File: src/rtl/gps_srq_sched.sv
// rtl/gps_srq_sched.sv - GPS channel service-request scheduler with round-robin and host guard
// Optional per-channel overrun counters are built when GPS_SRQ_OVR_EN is defined.
module gps_srq_sched #(
  parameter int NCHANS     = 12,
  parameter int HOST_GUARD = 4,
  parameter int OVR_BITS   = 4
) (
  input  logic                clk,
  input  logic                rst_n,
  input  logic [NCHANS-1:0]   chan_srq,
  input  logic                host_srq,
  input  logic                mask_wr,
  input  logic [NCHANS-1:0]   mask_din,
  input  logic                ack,
  output logic                grant_valid,
  output logic                grant_host,
  output logic [3:0]          grant_chan,
  output logic [NCHANS:0]     pending,
  input  logic [3:0]          ovr_sel,
  input  logic                ovr_clr,
  output logic [OVR_BITS-1:0] ovr_count
);
  typedef enum logic [1:0] {IDLE, ARB, GRANT} state_t;

  localparam logic [3:0] LAST  = 4'(NCHANS - 1);
  localparam logic [3:0] GUARD = 4'(HOST_GUARD);
  localparam logic [4:0] NC5   = 5'(NCHANS);

  state_t                state;
  logic [NCHANS-1:0]     pend, mask, set_v, ack_clr, mask_clr, pend_n;
  logic [2*NCHANS-1:0]   rot;
  logic [3:0]            rr, gcnt, scan_idx;
  logic [4:0]            scan_off, scan_sum;
  logic                  host_q, scan_hit, ack_chan;

  assign ack_chan = ack && (state == GRANT) && !grant_host;
  assign set_v    = chan_srq & mask;
  assign mask_clr = mask_wr ? ~mask_din : '0;

  always_comb begin
    ack_clr = '0;
    for (int i = 0; i < NCHANS; i++)
      ack_clr[i] = ack_chan && (grant_chan == 4'(i));
  end

  // A new pulse beats the ack clear; disabling a channel beats everything.
  assign pend_n = ((pend & ~ack_clr) | set_v) & ~mask_clr;

  // Rotate so bit 0 is the channel at rr, then take the lowest set offset.
  assign rot = {pend, pend} >> rr;

  always_comb begin
    scan_hit = 1'b0;
    scan_off = '0;
    for (int j = NCHANS - 1; j >= 0; j--) begin
      if (rot[j]) begin
        scan_hit = 1'b1;
        scan_off = 5'(j);
      end
    end
  end

  assign scan_sum = {1'b0, rr} + scan_off;
  assign scan_idx = (scan_sum >= NC5) ? 4'(scan_sum - NC5) : scan_sum[3:0];

  always_ff @(posedge clk or negedge rst_n) begin
    if (!rst_n) begin
      state       <= IDLE;
      pend        <= '0;
      mask        <= '0;
      rr          <= '0;
      gcnt        <= '0;
      host_q      <= 1'b0;
      grant_valid <= 1'b0;
      grant_host  <= 1'b0;
      grant_chan  <= '0;
    end else begin
      pend   <= pend_n;
      host_q <= host_srq;
      if (mask_wr)
        mask <= mask_din;
      case (state)
        IDLE: begin
          if ((|pend) || host_srq)
            state <= ARB;
        end
        ARB: begin
          if (host_srq && ((gcnt >= GUARD) || !(|pend))) begin
            state       <= GRANT;
            grant_valid <= 1'b1;
            grant_host  <= 1'b1;
          end else if (scan_hit) begin
            state       <= GRANT;
            grant_valid <= 1'b1;
            grant_host  <= 1'b0;
            grant_chan  <= scan_idx;
          end else begin
            state <= IDLE;
          end
        end
        GRANT: begin
          if (ack) begin
            state       <= IDLE;
            grant_valid <= 1'b0;
            grant_host  <= 1'b0;
            if (grant_host) begin
              gcnt <= '0;
            end else begin
              rr   <= (grant_chan == LAST) ? 4'd0 : grant_chan + 4'd1;
              gcnt <= !host_srq ? 4'd0 : ((gcnt == 4'hF) ? gcnt : gcnt + 4'd1);
            end
          end
        end
        default: state <= IDLE;
      endcase
    end
  end

  assign pending = {host_q, pend};

`ifdef GPS_SRQ_OVR_EN
  logic [OVR_BITS-1:0] ovr [NCHANS];

  always_ff @(posedge clk or negedge rst_n) begin
    if (!rst_n) begin
      for (int i = 0; i < NCHANS; i++)
        ovr[i] <= '0;
    end else begin
      for (int i = 0; i < NCHANS; i++) begin
        if (ovr_clr && (ovr_sel == 4'(i)))
          ovr[i] <= '0;
        else if (set_v[i] && pend[i] && !ack_clr[i] && !mask_clr[i] && (ovr[i] != '1))
          ovr[i] <= ovr[i] + OVR_BITS'(1);
      end
    end
  end

  always_comb begin
    ovr_count = '0;
    for (int i = 0; i < NCHANS; i++)
      if (ovr_sel == 4'(i))
        ovr_count = ovr[i];
  end
`else
  logic unused_ovr;
  assign unused_ovr = ^{ovr_sel, ovr_clr};
  assign ovr_count  = '0;
`endif

endmodule

File: config.mk
export PLATFORM = sky130hd
export DESIGN_NAME = gps_srq_sched
export DESIGN_NICKNAME = d
export VERILOG_FILES = /design/src/rtl/gps_srq_sched.sv
export SDC_FILE = /design/constraint.sdc
export NUM_CORES = 1
export LEC_CHECK = 0
export BUFFER_PORTS_ARGS = -buffer_cell sky130_fd_sc_hd__buf_4
export CAP_MARGIN = 10
export CORE_MARGIN = 4
export CORE_UTILIZATION = 45
export CTS_CLUSTER_DIAMETER = 40
export CTS_CLUSTER_SIZE = 16
export DETAILED_ROUTE_END_ITERATION = 10
export PLACE_DENSITY = 0.67
export SYNTH_ARGS = -nofsm -noshare
export SYNTH_HDL_FRONTEND = slang
export SYNTH_SLANG_ARGS = --single-unit
File: constraint.sdc
create_clock -name clk -period 4 [get_ports clk]
set_clock_uncertainty 0.15 [all_clocks]
set_input_delay 0.4 -clock clk [delete_from_list [all_inputs] [get_ports clk]]
set_output_delay 0.4 -clock clk [all_outputs]
set_load 0.02 [all_outputs]
; ---- Word level (Yosys, flattened, before mapping)
; Cells that the tools add are included.
[classes]
add_sub_neg = 4
magnitude_cmp = 2
eq_ne = 18
shifts = 1
muxes = 42
bitwise_logic = 9
reduce_logical = 28
[op_table]
columns = op, count
row1 = two-way mux 5 bit, 11
row2 = AND 12 bit, 3
row3 = NOT 12 bit, 3
row4 = two-way mux 4 bit, 6
row5 = >> shifter 24 x 4 -> 12 bit, 1
row6 = "equality test 4 bit, second input constant", 5
row7 = two-way mux 1 bit, 17
row8 = "equality test 4 x 3 -> 1 bit, second input constant", 4
row9 = logical AND 1 bit, 15
row10 = two-way mux 12 bit, 1
row11 = bitwise OR 12 bit, 1
row12 = AND reduction 3 bit, 4
row13 = OR reduction 12 bit, 1
row14 = "adder 4 x 1 -> 4 bit, second input constant", 2
row15 = "equality test 4 x 2 -> 1 bit, second input constant", 2
row16 = two-way mux 2 bit, 4
row17 = "inequality test 3 bit, second input constant", 2
row18 = case mux 2 bit (3 select lines), 1
row19 = adder 4 x 5 -> 5 bit, 1
row20 = ">= comparator 5 x 4 -> 1 bit, second input constant", 1
row21 = "equality test 4 x 1 -> 1 bit, second input constant", 1
row22 = ">= comparator 4 x 3 -> 1 bit, second input constant", 1
row23 = logical NOT 4 bit, 1
row24 = "inequality test 2 bit, second input constant", 2
row25 = other kinds (10), 14
[word_totals]
ff_bits = 41
inputBits = 34
output_inout_bits = 23
word_cells = 113

; ---- Depth between registers and ports, before layout
[depth]
depth_word = 16
ltp_mapped = 21
ltp_nobuf = 18

; ---- Least setup slack after synthesis
; OpenSTA, ideal clock, no wires.
[synth_path]
kind = register -> register
start = register rr[3]
end = register grant_chan[2]
t_arrival_ps = 3690
t_required_ps = 3725
setup_slack_ps = 35
path_stages_with_launch = 18
period_less_slack_ps = 3965
path_cell_list = dfrtp_1 buf_2 buf_1 mux2_2 mux4_2 nor4_1 o22a_1 a22oi_1 ha_1 a21o_1 a21oi_1 xnor2_1 ha_1 a31oi_1 nand2_1 nor2_1 a21oi_1 mux2_4
[synth_between]
elab_chain_cells = 16
word_cells_on_any_way = 30
[synth_lines]
columns = element, line_no
row1 = from (decl), 32  ; logic [3:0] rr, gcnt, scan_idx;
row2 = from (signal assigned), 109  ; rr <= (grant_chan == LAST) ? 4'd0 : grant_chan + 4'd1;
row3 = >> shifter 24 x 4 -> 12 bit, 50  ; assign rot = {pend, pend} >> rr;
row4 = two-way mux 4 bit, 56  ; if (rot[j]) begin
row5 = two-way mux 5 bit (11 in series), 56
row6 = adder 4 x 5 -> 5 bit, 63  ; assign scan_sum = {1'b0, rr} + scan_off;
row7 = subtractor 4 bit / >= comparator 5 x 4 -> 1 bit (equally long branches), 64  ; assign scan_idx = (scan_sum >= NC5) ? 4'(scan_sum - NC5) : scan_sum[3:0];
row8 = two-way mux 4 bit, 64
row9 = to (signal assigned), 96  ; grant_chan <= scan_idx;
row10 = to (decl), 17  ; output logic [3:0] grant_chan,
; Parallel ways exist; a longest one is shown, timed or not.
; A chain may end at the register's enable or synchronous reset.

; ---- Worst setup path in the final report
[layout_path]
start = register rr[1]
end = register grant_chan[3]
; The elaborated chain is that of the path after synthesis.

==> summary.txt <==
Clocking
  – CTS tree: yes
  – Insertion delay to the later sink of the worst-skew pair: 0.29 ns
  – Clock buffer depth: 2
  – Clock input transition at the sequential cells of the worst setup and hold paths: 0.08 ns
  – Root Driver: clkbuf_8
  – Num CTS Buffers: 5
  – Clock Sinks: 41
  – H-tree depth: 2

Routing
  – Drt via density: 5.80
  – Via count: 3118
  – Starting DRT DRC Count: 231
  – Final ANT Viol Nets: 0
  – Drt first pass iters: 5
  – Total routed wirelength: 9370 um
  – WL per Instance: 17.4 um
  – Residual DRC: 0

STA
  – Unrepaired setup endpoints after global routing: true
  – Worst-Margin Slew: 0.779 ns
  – Final setup viols: 0
  – Min Tclk post-route: 3.95 ns
  – Final hold vios: 0
  – Normalized max-slew margin: 47.6%
  – Max Clock Freq: 253 MHz
  – Fin crit share: 98.8%
  – Slew Limit Fails: 0

Logic synthesis
  – Ys flop type: dfrtp_1
  – Async set or reset register ratio after synthesis: 100%
  – Post-synthesis cell area: 0.00339 sq mm
  – Ys Warns: 0
  – Number of synthesized flops with an enable pin: 0
  – Post-synthesis cell type count: 55
  – Yosys reg bits: 41
  – Post-synthesis sequential area ratio: 30.2%
  – Gate Count Post-Synth: 352
  – Post-Syn Area per Cell: 9.64 sq um

Floorplanning
  – Io pins: 57
  – Die X: 94.8 um
  – Num rows: 31
  – Die Ht: 94.8 um
  – Core area: 0.00729 sq mm
  – DIE AREA: 0.00899 sq mm
  – Initial core utilization: 46.5%

Outcome
  – Outcome: complete, no violations

Worst setup path
  – Critical path data required time: 4.03 ns
  – Crit Path Class: flop to flop
  – Startpoint types: flop
  – CP Capture Type: flop
  – Slowest stage delay, CP: 0.60 ns
  – Reg2reg path depth: 16
  – Critical path's slowest cell: dfrtp_1
  – CP arrival: 3.99 ns
  – Critical path, cell by cell: mux4_2 -> mux2i_1 -> mux2i_2 -> nor2_1 -> o311ai_2 -> a22oi_1 -> ha_2 -> inv_2 -> fa_2 -> xnor2_2 -> ha_2 -> a31oi_1 -> nand2_1 -> nor2_2 -> nor2_1 -> mux2_4
  – Crit-path max FO: 8

Place
  – DP Cell Count: 521
  – PortBufs: 47
  – Placed cell areas: 0.00415 sq mm
  – Routability cong.: 0.831
  – DP HPWL: 7090 um

Finish
  – Nets@finish: 483
  – Layout fillers: 640
  – Layout cells sized above 1: 42.4%
  – Synthesis-to-layout area growth: 32.3%
  – Final cell count without fillers: 538
  – Final instance area: 0.00449 sq mm
  – Number of inserted diodes: 0

Power
  – Leakage: 2.02 nW
  – PwrDens: 900 mW/mm^2
  – Worst VDD drop: 0.000487 V

Global routing
  – Vias in the first global route: 3063
  – Initial antenna violation count: 0
  – GRT Util Overall: 21.5%
  – Largest net degree at the start of global routing: 42
  – Total grt overflow: 0
  – First-pass GRT wire length: 15200 um

Worst hold path
  – Hold Crit Class: input pin to flop
  – Hold depth: 1

Job
  – Total of max-cap violations: 0
per-stage QoR:
| step | total power (W) | hold WS (ns) | util (%) | worst slack [ns] | TNS [ns] |
|---|---|---|---|---|---|
| final | 0.00404 | 0.0888 | 61.6 | 0.0466 | 0 |
| after CTS | 0.00375 | 0.0816 | 59.6 | -0.00514 | -0.00514 |
| after global placement | 0.00319 | 0.261 | 56.9 | -0.164 | -0.305 |
| after floorplan | 0.00233 | -0.0456 | - | 0.0346 | 0 |
| after detailed placement | 0.00324 | 0.258 | 56.9 | -0.220 | -0.420 |
| after global routing | 0.00433 | 0.0881 | 61.6 | -0.167 | -0.297 |
cell type report:
class | instances | area (sq um) | share of cell area (%)
Clock buffer | 7 | 86.3 | 1.92
Clock inverter | 1 | 30.0 | 0.669
Inverter | 24 | 90.1 | 2.01
Multi-Input combinational cell | 260 | 2260 | 50.4
Sequential cell | 41 | 1030 | 22.9
Tap cell | 99 | 124 | 2.76
Timing Repair Buffer | 106 | 868 | 19.3
what timing repair did:
action,4_1_cts,5_1_grt
buffers inserted,3,4
hold buffers,1,0
cloned,0,1
pin swaps,7,8
endpoints found under the hold margin,41,0
endpoints found under the setup margin,2,2
gates resized for setup,15,22
power by group:
| group | leakage, nW | internal, W | switching [W] |
|---|---|---|---|
| clock network | 0.0585 | 0.000204 | 0.000140 |
| registers | 0.493 | 0.000520 | 0.000180 |
| logic | 1.47 | 0.00158 | 0.00142 |
| total | 2.02 | 0.00230 | 0.00174 |
layout by cell type (no fill, tap or decap), drive strengths merged, types with 3 or more instances in the layout:
master	Yosys	final
nor3	9	9
o22a	4	4
o211ai	4	4
conb	1	4
nand2	27	27
nor2	20	20
o21ai	10	10
a22oi	13	13
clkbuf	16	8
nor4	6	6
mux2	29	29
a21oi	27	27
a211oi	5	5
nand2b	4	4
o221ai	3	3
mux2i	22	22
dfrtp	41	41
o22ai	4	4
buf	14	104
a21o	4	4
and3	4	4
ha	10	10
nand3	7	7
mux4	18	18
inv	22	22
flip-flops by register name, summed over array words and instances (netlist names):
signal       count
mask            12
pend            12
gcnt             4
grant_chan       4
rr               4
state            2
grant_host       1
grant_valid      1
host_q           1
cells by family after synthesis:
kind of cell / synth area share [%]
xor gates and xnor gates: 0.516
and+or+nand+nor: 12.7
AOI/OAI and AO/OA: 16.9
other: 0.111
muxes: 28.4
DFF: 30.2
adders and majority gates: 4.28
buffers and inverters: 6.93
worst paths after layout:
path	slack, ns	endpoint	start
hold reg to reg	0.35	state[0]	state[1]
min in group asynchronous	0.46	grant_valid	rst_n
setup / recovery	0.05	grant_chan[3]	rr[1]
setup reg to reg	0.05	grant_chan[3]	rr[1]
max in group asynchronous	2.86	rr[3]	rst_n
hold / removal	0.09	host_q	host_srq
cells in the mapped netlist, types with 5 or more instances:
library cell	instances	area, sq um
dfrtp_1	41	1030
a21oi_1	27	135
nand2_1	27	101
mux2_2	25	282
inv_1	22	82.6
mux2i_1	22	220
nor2_1	20	75.1
mux4_2	17	383
clkbuf_1	16	60.1
a22oi_1	13	97.6
ha_1	10	125
nor3_1	9	45.0
o21ai_0	9	45.0
nand3_1	7	35.0
nor4_1	6	37.5
a211oi_1	5	37.5
buf_2	5	25.0
buf_4	5	37.5
critical path: cells and delay by family (launching register included):
family | cells | cell delay (ns)
AND/OR/NAND/NOR | 4 | 0.46
AO/OA/AOI/OAI | 3 | 0.43
adder cells (fa/ha/maj) | 3 | 0.77
XOR/XNOR | 1 | 0.16
buffers and inverters | 1 | 0.04
flip-flops | 1 | 0.60
multiplexers | 4 | 1.23
layer usage:
layer	vias up	part of all wire, %	global-route usage [%]
li1	1471	-	-
met1	1524	43	30.1
met2	111	50	35.4
met3	12	5.3	2.23
met4	0	1.5	6.01
met5	-	0	0
Power figures use the tool's default switching activity.
